[config.mk]
export PLATFORM = sky130hd
export DESIGN_NAME = imem_boot_loader
export DESIGN_NICKNAME = d
export VERILOG_FILES = /design/src/rtl/imem_boot_loader.sv
export SDC_FILE = /design/constraint.sdc
export NUM_CORES = 1
export LEC_CHECK = 0
export BUFFER_PORTS_ARGS = -buffer_cell sky130_fd_sc_hd__buf_2
export CAP_MARGIN = 15
export CORE_AREA = 3 3 109 111
export CTS_CLUSTER_SIZE = 40
export DETAILED_ROUTE_END_ITERATION = 10
export DIE_AREA = 0 0 112 114
export GPL_TIMING_DRIVEN = 0
export PLACE_DENSITY = 0.84
export SETUP_SLACK_MARGIN = 0.4
export SYNTH_ARGS = -nofsm -noshare
export SYNTH_HDL_FRONTEND = slang
export SYNTH_SLANG_ARGS = --single-unit
[constraint.sdc]
create_clock -name clock -period 2.65 [get_ports clock]
set_input_delay 0.1325 -clock clock [delete_from_list [all_inputs] [get_ports clock]]
set_output_delay 0.1325 -clock clock [all_outputs]
set_load 0.01 [all_outputs]
[src/rtl/imem_boot_loader.sv]
// Boot loader: turns a little-endian byte stream into 32-bit imem writes and holds the core in
// reset until a whole image is in. Define LOADER_CHECKSUM_EN to require a trailing XOR byte.
module imem_boot_loader #(
    parameter int IMEM_DEPTH = 64,
    parameter int ADDR_W     = 8
) (
    input  logic              clock,
    input  logic              reset,
    input  logic [7:0]        in_data,
    input  logic              in_valid,
    output logic              in_ready,
    input  logic              restart,
    output logic              imem_we,
    output logic [ADDR_W-1:0] imem_addr,
    output logic [31:0]       imem_wdata,
    output logic              cpu_reset,
    output logic              done,
    output logic              error,
    output logic [15:0]       words_loaded,
    output logic [2:0]        state_dbg
);

    typedef enum logic [2:0] {
        LEN0  = 3'd0,
        LEN1  = 3'd1,
        DATA  = 3'd2,
        CSUM  = 3'd3,
        DONE  = 3'd4,
        ERROR = 3'd5
    } state_t;

    localparam logic [15:0] depth_w = 16'(IMEM_DEPTH);

    state_t      state_q, state_d;
    logic [15:0] len_q, len_d;
    logic [1:0]  bcnt_q, bcnt_d;
    logic [31:0] wbuf_q, wbuf_d;
    logic [7:0]  csum_q, csum_d;

    logic              ready_d;
    logic              we_d;
    logic [ADDR_W-1:0] addr_d;
    logic [31:0]       wdata_d;
    logic [15:0]       wl_d;
    logic              done_d;
    logic              error_d;
    logic              cpu_reset_d;
    logic              hold_ready;

    logic        accept;
    logic [15:0] len_n;
    logic [15:0] wl_inc;

    // Handshake: a byte transfers on a rising edge where in_valid and in_ready are both 1.
    // in_ready is registered, so the source sees it a full cycle before the transferring edge;
    // while in_ready is 0 the source must hold in_data and in_valid unchanged.
    assign accept    = in_valid & in_ready;
    assign len_n     = {in_data, len_q[7:0]};
    assign wl_inc    = words_loaded + 16'd1;
    assign state_dbg = state_q;

    always_comb begin
        state_d    = state_q;
        len_d      = len_q;
        bcnt_d     = bcnt_q;
        wbuf_d     = wbuf_q;
        csum_d     = csum_q;
        we_d       = 1'b0;
        addr_d     = imem_addr;
        wdata_d    = imem_wdata;
        wl_d       = words_loaded;
        hold_ready = 1'b0;

        case (state_q)
            LEN0: begin
                bcnt_d = 2'd0;
                csum_d = 8'h00;
                if (accept) begin
                    len_d   = {8'h00, in_data};
                    state_d = LEN1;
                end
            end

            LEN1: begin
                if (accept) begin
                    len_d = len_n;
                    if (len_n == 16'd0) begin
`ifdef LOADER_CHECKSUM_EN
                        state_d = CSUM;
`else
                        state_d = DONE;
`endif
                    end else if (len_n > depth_w) begin
                        state_d = ERROR;
                    end else begin
                        state_d = DATA;
                    end
                end
            end

            DATA: begin
                // Without a checksum the final write cycle is spent here so the last imem_we
                // always lands one cycle before the core leaves reset.
                if (words_loaded == len_q) begin
                    state_d = DONE;
                end else if (accept) begin
                    csum_d = csum_q ^ in_data;
                    wbuf_d[{bcnt_q, 3'b000} +: 8] = in_data;
                    bcnt_d = bcnt_q + 2'd1;
                    if (bcnt_q == 2'd3) begin
                        we_d    = 1'b1;
                        wdata_d = {in_data, wbuf_q[23:0]};
                        addr_d  = ADDR_W'({words_loaded, 2'b00});
                        wl_d    = wl_inc;
                        if (wl_inc == len_q) begin
`ifdef LOADER_CHECKSUM_EN
                            state_d = CSUM;
`else
                            hold_ready = 1'b1;
`endif
                        end
                    end
                end
            end

            CSUM: begin
                if (accept) begin
                    state_d = (in_data == csum_q) ? DONE : ERROR;
                end
            end

            DONE, ERROR: begin
                if (restart) begin
                    state_d = LEN0;
                    wl_d    = 16'd0;
                end
            end

            default: begin
                state_d = ERROR;
            end
        endcase

        ready_d     = ((state_d == LEN0) || (state_d == LEN1) ||
                       (state_d == DATA) || (state_d == CSUM)) && !hold_ready;
        done_d      = (state_d == DONE);
        error_d     = (state_d == ERROR);
        cpu_reset_d = (state_d != DONE);
    end

    always_ff @(posedge clock or negedge reset) begin
        if (!reset) begin
            state_q      <= LEN0;
            len_q        <= 16'd0;
            bcnt_q       <= 2'd0;
            wbuf_q       <= 32'd0;
            csum_q       <= 8'h00;
            in_ready     <= 1'b0;
            imem_we      <= 1'b0;
            imem_addr    <= '0;
            imem_wdata   <= 32'd0;
            words_loaded <= 16'd0;
            done         <= 1'b0;
            error        <= 1'b0;
            cpu_reset    <= 1'b1;
        end else begin
            state_q      <= state_d;
            len_q        <= len_d;
            bcnt_q       <= bcnt_d;
            wbuf_q       <= wbuf_d;
            csum_q       <= csum_d;
            in_ready     <= ready_d;
            imem_we      <= we_d;
            imem_addr    <= addr_d;
            imem_wdata   <= wdata_d;
            words_loaded <= wl_d;
            done         <= done_d;
            error        <= error_d;
            cpu_reset    <= cpu_reset_d;
        end
    end

endmodule

==> impl_metrics.ini <==
[status]
run_status = finished with violations
violations = negative setup slack

[power_and_ir_drop]
power_leakage_uw = 0.00347
p_int_uw = 3050
power_frac_comb = 0.347
sequentialPowerShare = 0.424
sw_frac_of_total = 0.376
net-switching-power_uw = 1840
ir_drop_mv = 0.307
p_clk_frac = 0.228
p_per_area_mw_per_mm2 = 652

[global_route]
grt_pass1_wl_um = 27900
grt_antenna_before_repair = 0
use_met2 = 0.449
grt_use_met1 = 0.359
grt_pass1_vias = 5248
overflow = 0
top_usage_layer = met2
track_usage = 0.278
grt_max_degree = 64
use_met3 = 0.0568

[yosys]
synth-edff-count = 0
syn_inst = 560
synth.top_cell.area_share = 0.492
ys_seq_elements = 112
yosysTopAreaCell = dfrtp_1
synth.avg_cell_area_sq_um = 10.1
synth_flop_cell = dfrtp_1
synth_area_sq_mm = 0.00565
yosysWarnings = 0
synth_area_leaders = dfrtp_1 (49%), nand2_1 (6.0%), o21ai_0 (4.3%)
ys_seq_area_frac = 0.496
ys_types = 54
async_reset_ff_frac = 1.00

[routing]
wire_per_inst_um = 22.3
drt-total-wl_um = 18400
ant_nets = 0
drt_first_pass_iters = 7
drtIter0Drc = 681
vias_per_cell = 6.46
route.detailed.drc = 0
via_count = 5350

[layout]
n_fill_cell = 731
area_growth_pct = 32.8
mostFrequentLayoutCells = dfrtp_1 (107), nand2_1 (68), buf_2 (67), mux2_4 (27), buf_6 (25)
nets = 701
fin_cells = 828
layout_commonest_cell = dfrtp_1
insertedDiodeCount = 0
layout-drive-gt1-share = 0.376

[critical_path]
critPathLaunchType = flop
worstPathRequired_ps = 2930
critPathKind = flop to flop
critPathMaxFanout = 6
cp_data_arrival_time_ps = 3000
end_kind = flop

[sta]
setup_viol = 33
fin_setup_tns_ps = -1370
worst_pin_slew_ps = 1130
skew_ps = 14.0
slew_viol_final = 0
layout_min_cycle_time_ps = 2720
fmax_ghz = 0.367
rsz0062_at_grt = true
hold_viol = 0
period_share = 1.03
maxSlewHeadroom = 0.246
setup_ws_ps = -72.8

[clocking]
clk_pin_slew_ps = 110
tritoncts = yes
numCtsBuffers = 9
cts.path.max_buffers = 2
clk_latency_ps = 380
cts_num_sinks = 112
htreeDepth = 3
clockRootBuffer = clkbuf_8

[floorplan]
start_util = 0.519
die_y_um = 114
std_cell_rows = 38
die-area_sq_mm = 0.0128
io_pins = 76
die_width_um = 112
core_sq_mm = 0.0109

[place]
place_worst_setup_slack_ps = -332
io_buffers = 67
dp_cells = 769
dp_hpwl_um = 10700
place.gp.congestion = 0.961

[min_path]
hold_class = primary input to flop

[run]
cap_violations = 0
critical path, stage by stage, from the launching register on:
cell and delay (ps):
dfrtp_1 450, xor2_1 210, or4_1 530, or4_4 420, buf_6 150, o21a_4 220, nand2_8 130, inv_8 70
clkbuf_16 160, mux2_4 290
logic make-up (layout without fill, tap and decap cells):
logic type / Yosys count / count (layout) / synth area share
AOI/OAI and AO/OA: 133 / 133 / 0.157
xor gates and xnor gates: 36 / 36 / 0.0558
adders and majority gates: 6 / 6 / 0.0133
buffers and inverters: 62 / 189 / 0.0509
DFF: 112 / 112 / 0.496
muxes: 34 / 34 / 0.0766
other: 1 / 2 / 0.000664
and+or+nand+nor: 176 / 176 / 0.149
timing repair:
action | 4_1_cts | 5_1_grt
gates cloned | 6 | 2
endpoints found under the setup margin | 95 | 97
resized for setup | 136 | 54
hold endpoints to repair | 49 | 0
hold buffers | 1 | 0
pin swaps | 26 | 19
buffers inserted | 30 | 4
power by group through the flow:
stage / Combinational [uW] / Clock (uW) / Sequential [uW]
2_1_floorplan: 860 / 0 / 2040
3_5_place_dp: 1240 / 0 / 2080
5_1_grt: 1800 / 1180 / 2080
6_report: 1700 / 1120 / 2080
4_1_cts: 1510 / 1110 / 2050
3_3_place_gp: 1200 / 0 / 2070
sequential cells by signal, indices dropped and copies added, names as in the netlist:
| name | cells |
|---|---|
| bcnt_q | 2 |
| cpu_reset | 1 |
| csum_q | 8 |
| done | 1 |
| error | 1 |
| imem_addr | 6 |
| imem_wdata | 32 |
| imem_we | 1 |
| in_ready | 1 |
| len_q | 16 |
| state_dbg | 3 |
| wbuf_q | 24 |
| words_loaded | 16 |
through the flow:
stage	util	cell area (sq um)	hold WS, ps	power, uW
detailed placement	0.574	6250	205	3310
global placement	0.571	6220	465	3270
CTS	0.660	7190	62.4	4670
global route	0.689	7500	62.6	5070
floorplan	-	5710	-163	2900
finish	0.689	7500	74.1	4890
path summary, 6_finish.rpt:
check	start	end	slack, ps	cells after the start
setup / recovery	len_q[6]$_DFFE_PN0P_	imem_wdata[10]$_DFFE_PN0P_	-70	9
hold / removal	in_data[2]	wbuf_q[10]$_DFFE_PN0P_	70	3
hold reg to reg	imem_wdata[2]$_DFFE_PN0P_	imem_wdata[2]$_DFFE_PN0P_	520	1
setup reg to reg	len_q[6]$_DFFE_PN0P_	imem_wdata[10]$_DFFE_PN0P_	-70	9
min in group asynchronous	reset	imem_wdata[3]$_DFFE_PN0P_	300	2
max in group asynchronous	reset	cpu_reset$_DFF_PN1_	1590	3
cells in the mapped netlist, drive strengths merged (4+ instances only):
master and n:
mux2 29, dfrtp 111, nand4 8, nor4 8
nor3b 4, o22a 4, or4 5, xor2 21
clkbuf 29, a31oi 10, a22o 11, o211ai 10
nor2 12, nand3 14, o311ai 9, o21ai 51
nor3 11, a21oi 12, mux2i 5, o31ai 9
nand2 92, ha 6, nand3b 8, xnor2 15
inv 15, buf 18
final cells by class:
type / instances / area, sq um / share of cell area
multi-input cells: 387 / 3030 / 0.404
flip-flops and latches: 112 / 2810 / 0.374
repair buffers: 111 / 855 / 0.114
plain buffers: 47 / 359 / 0.0478
well taps: 140 / 175 / 0.0233
clock buffers: 11 / 141 / 0.0188
clock inverters: 5 / 70.1 / 0.00934
inverters: 15 / 63.8 / 0.00850
routing by layer:
metal,part of all wire,vias to the layer above
met1,0.37,2591
li1,-,2236
met3,0.095,121
met4,0.061,0
met5,0,-
met2,0.47,402
(Power assumes the default switching activity.)
